File: src/rtl/flt2int_arbiter_if.sv
// Requester and response handshake bundle for the shared float-to-int converter.
// The master side drives the requests and the response acknowledge; the slave side is the arbiter.
interface flt2int_arbiter_if;
   logic [1:0]  req_valid;
   logic [11:0] req_data0;
   logic [11:0] req_data1;
   logic [1:0]  req_ready;
   logic        resp_valid;
   logic        resp_id;
   logic [7:0]  resp_r;
   logic        resp_of;
   logic        resp_uf;
   logic        resp_ready;

   modport master (
      output req_valid, req_data0, req_data1, resp_ready,
      input  req_ready, resp_valid, resp_id, resp_r, resp_of, resp_uf
   );

   modport slave (
      input  req_valid, req_data0, req_data1, resp_ready,
      output req_ready, resp_valid, resp_id, resp_r, resp_of, resp_uf
   );
endinterface

File: src/rtl/flt2int_arbiter.sv
// Round-robin sharing of one 12-bit float to 8-bit sign-magnitude converter between two requesters,
// with saturating overflow/underflow event counters.
module flt2int_arbiter #(
   parameter int CNT_W = 8
) (
   input  logic               clk,
   input  logic               reset_n,
   flt2int_arbiter_if.slave   bus,
   input  logic               cnt_clr,
   output logic [CNT_W-1:0]   of_cnt,
   output logic [CNT_W-1:0]   uf_cnt
);

   typedef enum logic [1:0] {IDLE, CONV, RESP} state_t;

   state_t            state_q, state_d;
   logic              last_grant_q, last_grant_d;
   logic [11:0]       op_q, op_d;
   logic              id_q, id_d;
   logic              resp_id_q, resp_id_d;
   logic [7:0]        resp_r_q, resp_r_d;
   logic              resp_of_q, resp_of_d;
   logic              resp_uf_q, resp_uf_d;
   logic [CNT_W-1:0]  of_cnt_q, of_cnt_d;
   logic [CNT_W-1:0]  uf_cnt_q, uf_cnt_d;

   logic [1:0]        grant;
   logic              hs;
   logic              hs_id;
   logic [3:0]        conv_e;
   logic [6:0]        conv_mag;
   logic              conv_of;
   logic              conv_uf;

   // A channel wins when it is alone, or when the other one was served last.
   genvar gi;
   generate
      for (gi = 0; gi < 2; gi++) begin : g_grant
         assign grant[gi] = (state_q == IDLE) && bus.req_valid[gi] &&
                            (!bus.req_valid[1-gi] || (last_grant_q != 1'(gi)));
      end
   endgenerate

   assign hs    = |grant;
   assign hs_id = grant[1];

   // Exponent e keeps the top e fraction bits, i.e. a right shift by 7-e.
   always_comb begin
      conv_e   = op_q[10:7];
      conv_mag = 7'd0;
      conv_of  = 1'b0;
      conv_uf  = 1'b0;
      if (conv_e == 4'd0) begin
         conv_uf = 1'b1;
      end else if (conv_e >= 4'd8) begin
         conv_of = 1'b1;
      end else begin
         conv_mag = op_q[6:0] >> (4'd7 - conv_e);
      end
   end

   always_comb begin
      state_d      = state_q;
      last_grant_d = last_grant_q;
      op_d         = op_q;
      id_d         = id_q;
      resp_id_d    = resp_id_q;
      resp_r_d     = resp_r_q;
      resp_of_d    = resp_of_q;
      resp_uf_d    = resp_uf_q;
      of_cnt_d     = of_cnt_q;
      uf_cnt_d     = uf_cnt_q;

      case (state_q)
         IDLE: begin
            if (hs) begin
               op_d         = hs_id ? bus.req_data1 : bus.req_data0;
               id_d         = hs_id;
               last_grant_d = hs_id;
               state_d      = CONV;
            end
         end
         CONV: begin
            resp_id_d = id_q;
            resp_r_d  = {op_q[11], conv_mag};
            resp_of_d = conv_of;
            resp_uf_d = conv_uf;
            if (conv_of && !(&of_cnt_q)) of_cnt_d = of_cnt_q + 1'b1;
            if (conv_uf && !(&uf_cnt_q)) uf_cnt_d = uf_cnt_q + 1'b1;
            state_d   = RESP;
         end
         RESP: begin
            if (bus.resp_ready) state_d = IDLE;
         end
         default: state_d = IDLE;
      endcase

      // Clear wins over an increment landing in the same cycle.
      if (cnt_clr) begin
         of_cnt_d = '0;
         uf_cnt_d = '0;
      end
   end

   always_ff @(posedge clk or negedge reset_n) begin
      if (!reset_n) begin
         state_q      <= IDLE;
         last_grant_q <= 1'b1;
         op_q         <= 12'h000;
         id_q         <= 1'b0;
         resp_id_q    <= 1'b0;
         resp_r_q     <= 8'h00;
         resp_of_q    <= 1'b0;
         resp_uf_q    <= 1'b0;
         of_cnt_q     <= '0;
         uf_cnt_q     <= '0;
      end else begin
         state_q      <= state_d;
         last_grant_q <= last_grant_d;
         op_q         <= op_d;
         id_q         <= id_d;
         resp_id_q    <= resp_id_d;
         resp_r_q     <= resp_r_d;
         resp_of_q    <= resp_of_d;
         resp_uf_q    <= resp_uf_d;
         of_cnt_q     <= of_cnt_d;
         uf_cnt_q     <= uf_cnt_d;
      end
   end

   assign bus.req_ready  = grant;
   assign bus.resp_valid = (state_q == RESP);
   assign bus.resp_id    = resp_id_q;
   assign bus.resp_r     = resp_r_q;
   assign bus.resp_of    = resp_of_q;
   assign bus.resp_uf    = resp_uf_q;
   assign of_cnt         = of_cnt_q;
   assign uf_cnt         = uf_cnt_q;

endmodule
File: src/flat_wrapper.sv
// flat-port wrapper written by rule: the top's interface ports become plain ports
module flt2int_arbiter_flat 
#(
   parameter int CNT_W = 8
)
  (clk, reset_n, cnt_clr, of_cnt, uf_cnt, bus_req_valid, bus_req_data0, bus_req_data1, bus_resp_ready, bus_req_ready, bus_resp_valid, bus_resp_id, bus_resp_r, bus_resp_of, bus_resp_uf);
  flt2int_arbiter_if bus_i ();
  input  logic clk;
  input  logic reset_n;
  input  logic cnt_clr;
  output logic [CNT_W-1:0] of_cnt;
  output logic [CNT_W-1:0] uf_cnt;
  input wire logic [$bits(bus_i.req_valid)-1:0] bus_req_valid;
  input wire logic [$bits(bus_i.req_data0)-1:0] bus_req_data0;
  input wire logic [$bits(bus_i.req_data1)-1:0] bus_req_data1;
  input wire logic [$bits(bus_i.resp_ready)-1:0] bus_resp_ready;
  output wire logic [$bits(bus_i.req_ready)-1:0] bus_req_ready;
  output wire logic [$bits(bus_i.resp_valid)-1:0] bus_resp_valid;
  output wire logic [$bits(bus_i.resp_id)-1:0] bus_resp_id;
  output wire logic [$bits(bus_i.resp_r)-1:0] bus_resp_r;
  output wire logic [$bits(bus_i.resp_of)-1:0] bus_resp_of;
  output wire logic [$bits(bus_i.resp_uf)-1:0] bus_resp_uf;
  assign bus_i.req_valid = bus_req_valid;
  assign bus_i.req_data0 = bus_req_data0;
  assign bus_i.req_data1 = bus_req_data1;
  assign bus_i.resp_ready = bus_resp_ready;
  assign bus_req_ready = bus_i.req_ready;
  assign bus_resp_valid = bus_i.resp_valid;
  assign bus_resp_id = bus_i.resp_id;
  assign bus_resp_r = bus_i.resp_r;
  assign bus_resp_of = bus_i.resp_of;
  assign bus_resp_uf = bus_i.resp_uf;
  flt2int_arbiter #(.CNT_W(CNT_W)) u_core (.clk(clk), .reset_n(reset_n), .bus(bus_i), .cnt_clr(cnt_clr), .of_cnt(of_cnt), .uf_cnt(uf_cnt));
endmodule
File: config.mk
export PLATFORM = sky130hd
export DESIGN_NAME = flt2int_arbiter_flat
export DESIGN_NICKNAME = d
export VERILOG_FILES = /design/src/rtl/flt2int_arbiter_if.sv /design/src/rtl/flt2int_arbiter.sv /design/src/flat_wrapper.sv
export SDC_FILE = /design/constraint.sdc
export NUM_CORES = 1
export LEC_CHECK = 0
export BUFFER_PORTS_ARGS = -buffer_cell sky130_fd_sc_hd__buf_4
export CELL_PAD_IN_SITES_DETAIL_PLACEMENT = 0
export CELL_PAD_IN_SITES_GLOBAL_PLACEMENT = 2
export CORE_AREA = 2 2 84 86
export CTS_CLUSTER_DIAMETER = 150
export DETAILED_ROUTE_END_ITERATION = 10
export DIE_AREA = 0 0 86 88
export GPL_TIMING_DRIVEN = 0
export HOLD_SLACK_MARGIN = 0.15
export PLACE_DENSITY = 0.92
export SLEW_MARGIN = 20
export SYNTH_ARGS = -nofsm -noshare
export SYNTH_HDL_FRONTEND = slang
export SYNTH_SLANG_ARGS = --single-unit
File: constraint.sdc
create_clock -name clk -period 2.45 [get_ports clk]
set_input_delay 0.49 -clock clk [delete_from_list [all_inputs] [get_ports clk]]
set_output_delay 0.49 -clock clk [all_outputs]
set_load 0.1 [all_outputs]
==> metrics.csv, run 1 <==
metric;value;unit
WP data required;1.96;ns
dpl cells;373;
Core Box Area;0.006644;mm2
TritonRoute pass-1 iters;6;
total grt overflow;0;
DRC viols;0;
Synth Flop Type;dfrtp_1;
top cells by area, synth;dfrtp_1 47%, mux2i_1 9.4%, a21oi_1 4.7%, nor2_1 4.7%, nand2_1 3.9%;
register-to-register setup slack;0.58;ns
average size of a mapped cell;9.518;um2
status;finished, final reports clean;
Num CTS Buffers;5;
Tcrit/Tclk final;95.21;%
CP endpoint kind;output port;
largest net degree at the start of global routing;44;
cts hold-fix bufs;0;
cell count after synthesis;234;
synthesized cell area;0.002227;mm2
layout net count;332;
CTS tree;yes;
CTS Buffer Depth;2;
Via density;5.060;
number of global-route vias before repair;1765;
min cycle time layout;2.333;ns
setup TNS;0;ns
Worst Max-Slew Pin Slew;0.5513;ns
DP HPWL;3.916;mm
Clock transition at path regs;0.09;ns
detailed-route wire length per cell;13.80;um
Total GRT Usage;14.47;%
Final Skew;0.008445;ns
Max Slew Vio Count;0;
#FFs+latches synth;43;
Final ANT Viol Nets;0;
DIE WIDTH;86;um
initial DRC count;63;
setup ws final;0.1174;ns
CP Max Fanout;10;
DR vias;1928;
Worst EP arrival;1.84;ns
Max-Cap Viols;0;
Area Overhead vs Synth;29.61;%
final wirelength;5.258;mm
top-area cell type share of the netlist area;47.19;%
EDFF count, synth;0;
Initial Utilization;33.52;%
final setup vio count;0;
register area;0.001077;mm2
Leak Pwr;1.387;nW
I/O pin total;60;
Site Rows;30;
Place WS;0.1728;ns
n_diodes;0;
post-synthesis sequential area ratio;48.37;%
Slew headroom;63.25;%
Buffers on Ports;59;
CP Launch Type;flop;
Ys Warns;0;
Synth top cells by count;42 x dfrtp_1, 28 x nor2_1, 23 x nand2_1, 21 x a21oi_1, 21 x mux2i_1;
Peak VDD IR;0.4887;mV
non-filler cells in the finished layout;381;
DIE HEIGHT;88;um
Cell variety after synth;43;
H-tree depth;2;
clk_lat worst skew;0.29;ns
Synthesized Nets;266;
worst hold path class;primary input to async pin;
die area;0.007568;mm2
Multi-input gate area;0.001057;mm2
Synth async-reset ratio;100.0;%
first-pass GRT wire length;8.638;mm
initial antenna violation count;0;
hold slack;0.1786;ns
pwr/cell area;1169;mW/mm2
share of post-route cells with drive strength above 1;26.58;%
dominant cell type by area after synthesis;dfrtp_1;
most common cell in the netlist;dfrtp_1;
Final Hold Viols;0;
RSZ-0062 raised after global routing;false;
Max Clk Rate;0.4287;GHz
CTS Root Buffer Type;clkbuf_8;
Filler cells;678;
Placer Congestion;0.8150;
CTS sink cnt;43;
WS Path Type;flop to output port;
-- cells in the final DEF (no fill, tap or decap), types with 4 or more instances in the layout --
cell	instances
buf_4	60
dfrtp_1	42
nor2_1	27
nand2_1	23
mux2i_1	21
a21oi_1	20
inv_1	14
nand3_1	9
clkbuf_1	7
clkbuf_8	7
nor3_1	6
o21ai_0	6
a211oi_1	5
o31ai_1	5
nand2b_1	4
a31oi_1	4
-- sequential cells by signal (all words and copies together) (netlist names) --
signal and count:
u_core.op_q 12, u_core.bus.resp_r 8, u_core.of_cnt 8, u_core.uf_cnt 8
u_core.state_q 2, u_core.bus.resp_id 1, u_core.bus.resp_of 1, u_core.bus.resp_uf 1
u_core.id_q 1, u_core.last_grant_q 1
-- power by group --
part	total, mW	internal, mW	switching [mW]
registers	1.08	0.922	0.156
clock network	0.494	0.258	0.237
logic	1.80	0.523	1.28
total	3.37	1.70	1.67
-- path summary, 6_finish.rpt --
| kind | start | to | cells past startpoint |
|---|---|---|---|
| setup / recovery | u_core.state_q[1] | bus_req_ready[1] | 6 |
| hold / removal | reset_n | u_core.bus.resp_uf | 1 |
| setup reg to reg | u_core.op_q[10] | u_core.uf_cnt[0] | 5 |
| hold reg to reg | u_core.bus.resp_r[1] | u_core.bus.resp_r[1] | 2 |
| max in group asynchronous | reset_n | u_core.last_grant_q | 1 |
| min in group clk | bus_req_valid[0] | u_core.last_grant_q | 2 |
-- stage by stage --
stage               cell area [um2]  util (%)  total power [mW]
finish                         2887     43.45             3.375
detailed placement             2774     41.75             2.889
floorplan                      2231         -             2.465
global placement               2774     41.75             2.861
global route                   2887     43.45             3.597
CTS                            2882     43.37             3.395
-- critical path, cell delays in order, from the launching register on --
cell and delay, ns:
dfrtp_1 0.46, nor2_4 0.21, nand3_2 0.18, buf_2 0.26, inv_1 0.09, buf_4 0.09, buf_4 0.27
-- kinds of logic after synthesis --
family,share of synthesized area (%)
AO/OA/AOI/OAI,15.56
XOR/XNOR,0.3933
adder cells (fa/ha/maj),1.123
buffers and inverters,4.887
flip-flops,48.37
multiplexers,11.46
AND/OR/NAND/NOR,18.20
-- layer usage --
layer  share of wire [%]  global-route usage (%)  vias up
li1                    -                       -      963
met5                   0                       0        -
met2                  46                   23.33       59
met1                  48                   19.63      902
met4                0.76                   3.463        0
met3                 5.2                   3.676        4
-- area by class of cell --
class,count,share of cell area (%)
sequential,43,37.32
multi-input combinational,166,36.63
timing repair buffer,59,15.34
clock buffer,8,3.468
tap,80,3.468
buffer,11,1.951
inverter,14,1.821
-- timing repair --
item,4_1_cts,5_1_grt
setup endpoints to repair,1,1
gates resized for setup,2,1
setup buffers,0,0
Note: power is estimated with default switching activity, not from simulation.
==> inputs of run 2 (changes only) <==
--- a/config.mk
+++ b/config.mk
@@ -8,13 +8,14 @@
 export BUFFER_PORTS_ARGS = -buffer_cell sky130_fd_sc_hd__buf_4
 export CELL_PAD_IN_SITES_DETAIL_PLACEMENT = 0
 export CELL_PAD_IN_SITES_GLOBAL_PLACEMENT = 2
-export CORE_AREA = 2 2 84 86
+export CORE_AREA = 2 2 88 90
 export CTS_CLUSTER_DIAMETER = 150
+export CTS_CLUSTER_SIZE = 8
 export DETAILED_ROUTE_END_ITERATION = 10
-export DIE_AREA = 0 0 86 88
+export DIE_AREA = 0 0 90 92
 export GPL_TIMING_DRIVEN = 0
 export HOLD_SLACK_MARGIN = 0.15
-export PLACE_DENSITY = 0.92
+export PLACE_DENSITY = 0.85
 export SLEW_MARGIN = 20
 export SYNTH_ARGS = -nofsm -noshare
 export SYNTH_HDL_FRONTEND = slang
==> constraint.sdc (replaced) <==
create_clock -name clk -period 2.3 [get_ports clk]
set_input_delay 0.46 -clock clk [delete_from_list [all_inputs] [get_ports clk]]
set_output_delay 0.46 -clock clk [all_outputs]
set_load 0.1 [all_outputs]
==> run 2 against run 1 <==
Hold slack got worse by 0.047 ns. Sequential share of layout area fell by 0.36 points. Clock skew up 0.00088 ns. Critical path depth unchanged. Die area is 9.4% higher. Sequential power increased by 6%. Clock power hardly changed.
==> metrics.csv, run 2 (synthesis results as in run 1) <==
metric;value;unit;change
status;finished, final reports clean;;
initial antenna violation count;0;;unchanged
Power Total;3.576;mW;+6.0%
RSZ-0062 raised after global routing;false;;
DR vias;1913;;-0.78%
Filler cells;791;;+17%
worst hold path class;primary input to async pin;;
CTS Buffer Depth;2;;unchanged
WS Path Type;flop to output port;;
Final ANT Viol Nets;0;;unchanged
Initial Utilization;29.91;%;-3.6 points
Tcrit/Tclk final;93.55;%;
setup ws final;0.1484;ns;+0.03096 ns
Via density;4.747;;-6.2%
Setup Fix Bufs, Post-CTS;0;;unchanged
slowest stage delay, CP;0.47;ns;about the same
Area Overhead vs Synth;31.01;%;
Total GRT Usage;13.41;%;-1.1 points
Reg2Reg Depth;5;;unchanged
crit-path most repeated cell;buf_4;;
non-filler cells in the finished layout;403;;+5.8%
DIE HEIGHT;92;um;+4.5%
number of global-route vias before repair;1852;;+4.9%
Buffers on Ports;59;;unchanged
DP HPWL;3.941;mm;+0.65%
Max-Cap Viols;0;;unchanged
Max Slew Vio Count;0;;unchanged
pwr/cell area;1226;mW/mm2;+4.8%
cts hold-fix bufs;0;;unchanged
initial DRC count;36;;-43%
Critical Path, Cell by Cell;nor2_4 -> nand3_4 -> buf_4 -> inv_1 -> buf_4 -> buf_6;;
Place WS;0.06286;ns;-0.1099 ns
clk_lat worst skew;0.30;ns;about the same
Site Rows;32;;+6.7%
Slowest-stage cell, CP;dfrtp_2;;
Leak Pwr;1.377;nW;-0.69%
crit path to;bus_req_ready[1];;
dpl cells;395;;+5.9%
Max Clk Rate;0.4648;GHz;
Worst EP arrival;1.69;ns;-0.15 ns
Peak VDD IR;0.4932;mV;+0.92%
CTS sink cnt;43;;unchanged
Largest register FFs;12;;unchanged
DRC viols;0;;unchanged
first-pass GRT wire length;8.921;mm;+3.3%
n_diodes;0;;unchanged
Final Hold Viols;0;;unchanged
I/O pin total;60;;unchanged
total grt overflow;0;;unchanged
Top reg by flops;u_core.op_q;;
setup TNS;0;ns;unchanged
register-to-register setup slack;0.45;ns;-0.13 ns
share of post-route cells with drive strength above 1;27.24;%;+0.66 points
CP Launch Type;flop;;
CTS tree;yes;;
WP data required;1.84;ns;-0.12 ns
final setup vio count;0;;unchanged
commonest non-fill, non-tap cell in the layout;buf_4;;
DIE WIDTH;90;um;+4.7%
CTS Root Buffer Type;clkbuf_8;;
layout net count;332;;unchanged
Num CTS Buffers;5;;unchanged
die area;0.008280;mm2;+9.4%
Placer Congestion;0.8262;;+1.4%
detailed-route wire length per cell;13.24;um;-4.1%
H-tree depth;2;;unchanged
Worst Setup SP;u_core.state_q[1];;
R2R Path Start;u_core.op_q[10];;
most frequent cells in the layout;60 x buf_4, 41 x dfrtp_1, 27 x nor2_1;;
r2r endpoint;u_core.uf_cnt[0];;
Slew headroom;63.03;%;-0.22 points
Core Box Area;0.007447;mm2;+12%
min cycle time layout;2.152;ns;
CP Max Fanout;10;;unchanged
largest net degree at the start of global routing;44;;unchanged
Final Skew;0.009322;ns;+0.0008771 ns
final wirelength;5.334;mm;+1.4%
Worst Max-Slew Pin Slew;0.5545;ns;+0.003265 ns
Clock transition at path regs;0.09;ns;about the same
CP endpoint kind;output port;;
TritonRoute pass-1 iters;4;;-2
run 2: routing by layer:
| metal | track usage [%] | part of all wire (%) |
|---|---|---|
| met1 | 17.57 | 47 |
| met2 | 22.12 | 46 |
| met3 | 3.533 | 5.7 |
| met4 | 3.462 | 1.1 |
| met5 | 0 | 0 |
run 2: final cells by class:
type	count	area (um2)	area share (%)
buffer	11	58.81	2.015
timing repair buffer	59	446.7	15.31
clock buffer	5	68.82	2.358
inverter	14	52.55	1.801
multi-input combinational	166	1065	36.49
tap	102	127.6	4.374
clock inverter	3	20.02	0.6861
sequential	43	1079	36.96
run 2: report_power, final:
group          leakage [nW]  switching, mW  internal [mW]
Combinational         0.793           1.36          0.567
Clock                0.0402          0.281          0.212
Sequential            0.544          0.171          0.984
run 2: how the worst min path moves through the flow:
stage | slack (ns) | cells after the start | startpoint | end
5_1_grt | 0.17 | 1 | reset_n | u_core.of_cnt[2]
6_report | 0.13 | 1 | reset_n | u_core.of_cnt[2]
2_1_floorplan | 0.16 | 0 | reset_n | u_core.bus.resp_id
3_5_place_dp | 0.47 | 2 | u_core.bus.resp_r[4] | u_core.bus.resp_r[4]
4_1_cts | 0.16 | 1 | reset_n | u_core.of_cnt[2]
3_3_place_gp | 0.47 | 2 | u_core.bus.resp_r[5] | u_core.bus.resp_r[5]
run 2: what timing repair did:
item,4_1_cts,5_1_grt
gates resized for setup,4,4
pin swaps,0,0
setup endpoints to repair,1,1
run 2: worst max-delay path, delay by kind of cell (launching register included):
family | cells | cell delay [ns]
buffers and inverters | 4 | 0.60
DFF | 1 | 0.47
and+or+nand+nor | 2 | 0.33
run 2: per-stage QoR:
| step | cell area [um2] | hold WS [ns] | util [%] |
|---|---|---|---|
| floorplan | 2231 | 0.1644 | - |
| global placement | 2801 | 0.4724 | 37.62 |
| detailed placement | 2801 | 0.4733 | 37.62 |
| CTS | 2907 | 0.1574 | 39.03 |
| global route | 2918 | 0.1665 | 39.18 |
| finish | 2918 | 0.1315 | 39.18 |
==> inputs of run 3 (changes only) <==
--- a/config.mk
+++ b/config.mk
@@ -16,6 +16,8 @@
 export GPL_TIMING_DRIVEN = 0
 export HOLD_SLACK_MARGIN = 0.15
 export PLACE_DENSITY = 0.85
+export RECOVER_POWER = 50
+export REMOVE_ABC_BUFFERS = 1
 export SLEW_MARGIN = 20
 export SYNTH_ARGS = -nofsm -noshare
 export SYNTH_HDL_FRONTEND = slang
==> run 3 against run 2 <==
Power is 1.3% lower. Final cell count is 2.7% lower. Sequential share of layout area is 0.93 points higher. Routed wire length is 5.8% lower. Largest power group unchanged. Register-to-register slack worse by 0.02 ns. Highest routed layer unchanged. Design area is 2.6% lower. Sequential cell count stayed put.
==> metrics.csv, run 3 (synthesis results as in run 1) <==
metric;value;unit;change
clk_lat worst skew;0.29;ns;about the same
non-filler cells in the finished layout;392;;-2.7%
initial antenna violation count;0;;unchanged
Top reg by flops;u_core.op_q;;
largest net degree at the start of global routing;44;;unchanged
WS Path Type;flop to output port;;
fin area;0.002843;mm2;-2.6%
die area;0.008280;mm2;unchanged
R2R Path Start;u_core.op_q[9];;
commonest non-fill, non-tap cell in the layout;buf_4;;
Power Total;3.529;mW;-1.3%
Max-Cap Viols;0;;unchanged
TritonRoute pass-1 iters;4;;unchanged
number of global-route vias before repair;1801;;-2.8%
I/O pin total;60;;unchanged
Critical Path, Cell by Cell;nor2_2 -> nand3_4 -> inv_1 -> buf_4;;
Peak VDD IR;0.9446;mV;+92%
first-pass GRT wire length;8.714;mm;-2.3%
CTS tree;yes;;
DRC viols;0;;unchanged
Core Box Area;0.007447;mm2;unchanged
Slew headroom;22.21;%;-41 points
CP Launch Type;flop;;
Area Overhead vs Synth;27.64;%;
Site Rows;32;;unchanged
worst hold path class;primary input to flop;;
min cycle time layout;2.146;ns;-0.005730 ns
Worst Max-Slew Pin Slew;1.172;ns;+0.6173 ns
pwr/cell area;1242;mW/mm2;+1.3%
Total GRT Usage;12.90;%;-0.51 points
Worst Setup SP;u_core.state_q[1];;
Slowest-stage cell, CP;dfrtp_1;;
Largest register FFs;12;;unchanged
status;finished, final reports clean;;
utilization after layout;38.17;%;-1.0 points
DP HPWL;3.608;mm;-8.4%
Final Hold Viols;0;;unchanged
CTS Buffer Depth;2;;unchanged
Via density;4.829;;+1.7%
hold_sp;bus_req_valid[0];;
initial DRC count;56;;+56%
Final ANT Viol Nets;0;;unchanged
final wirelength;5.025;mm;-5.8%
n_diodes;0;;unchanged
dpl cell area;0.002741;mm2;-2.1%
Final Skew;0.004170;ns;-0.005152 ns
DIE HEIGHT;92;um;unchanged
WP data required;1.84;ns;about the same
Setup Fix Bufs, Post-CTS;0;;unchanged
Tcrit/Tclk final;93.30;%;-0.25 points
slowest stage delay, CP;0.45;ns;-0.02 ns
most frequent cells in the layout;47 x buf_4, 42 x dfrtp_1, 27 x nor2_1;;
Worst EP arrival;1.69;ns;about the same
Initial Utilization;29.91;%;unchanged
layout net count;321;;-3.3%
Num CTS Buffers;5;;unchanged
total grt overflow;0;;unchanged
share of post-route cells with drive strength above 1;25.52;%;-1.7 points
Max Slew Vio Count;0;;unchanged
Buffers on Ports;59;;unchanged
CTS sink cnt;43;;unchanged
CTS Root Buffer Type;clkbuf_8;;
CP Max Fanout;14;;+4
CP endpoint kind;output port;;
Placer Congestion;0.7319;;-11%
RSZ-0062 raised after global routing;false;;
hold slack;0.3418;ns;+0.2103 ns
final setup vio count;0;;unchanged
DR vias;1893;;-1.0%
Leak Pwr;1.356;nW;-1.5%
H-tree depth;2;;unchanged
detailed-route wire length per cell;12.82;um;-3.1%
Max Clk Rate;0.4660;GHz;+0.27%
DIE WIDTH;90;um;unchanged
Clock transition at path regs;0.08;ns;about the same
dpl cells;384;;-2.8%
[run 3: changes by cell type in the layout (fill, tap and decap cells not counted), sizes merged]
cell      change
clkbuf        +7
bufinv        +1
buf          -17
clkinvlp      -2
[run 3: timing repair]
action	4_1_cts	5_1_grt
setup endpoints to repair	1	1
resized for setup	2	1
hold buffers	0	0
[run 3: critical path, delay by kind of cell, from the launching register on]
family / cells / cell delay (ns)
AND/OR/NAND/NOR: 2 / 0.53
flip-flops: 1 / 0.45
buffers and inverters: 2 / 0.41
[run 3: final timing paths]
path | slack [ns] | cells past startpoint | to
max in group asynchronous | 1.27 | 1 | u_core.state_q[0]
min | 0.34 | 2 | u_core.last_grant_q
max reg2reg | 0.43 | 4 | u_core.uf_cnt[0]
max | 0.15 | 4 | bus_req_ready[1]
min in group asynchronous | 0.36 | 1 | u_core.op_q[3]
min reg2reg | 0.49 | 2 | u_core.bus.resp_r[1]
[run 3: power by group]
| part | internal, mW | leakage, nW | total (mW) | switching, mW |
|---|---|---|---|---|
| Sequential | 0.981 | 0.546 | 1.23 | 0.249 |
| Clock | 0.352 | 0.0612 | 0.615 | 0.264 |
| Combinational | 0.458 | 0.749 | 1.68 | 1.23 |
[run 3: per-stage QoR]
stage | setup WS [ns] | setup TNS [ns]
after CTS | 0.006715 | 0
final | 0.1541 | 0
after global routing | 0.03792 | 0
after global placement | -0.01944 | -0.01944
after floorplan | -0.3695 | -0.7600
after detailed placement | -0.01578 | -0.01578
[run 3: final cells by class]
cell class	count	area (um2)
Fill cell	815	4604
Sequential cell	43	1077
Multi-Input combinational cell	166	1056
Timing Repair Buffer	59	411.6
Tap cell	102	127.6
Clock buffer	6	82.58
Inverter	14	52.55
Clock inverter	2	35.03
[run 3: routing by layer]
metal	part of all wire, %	vias to the layer above	track usage, %
met1	46	897	17.42
met5	0	-	0
met3	5.9	5	3.451
met2	48	51	20.55
li1	-	940	-
met4	0.76	0	3.462
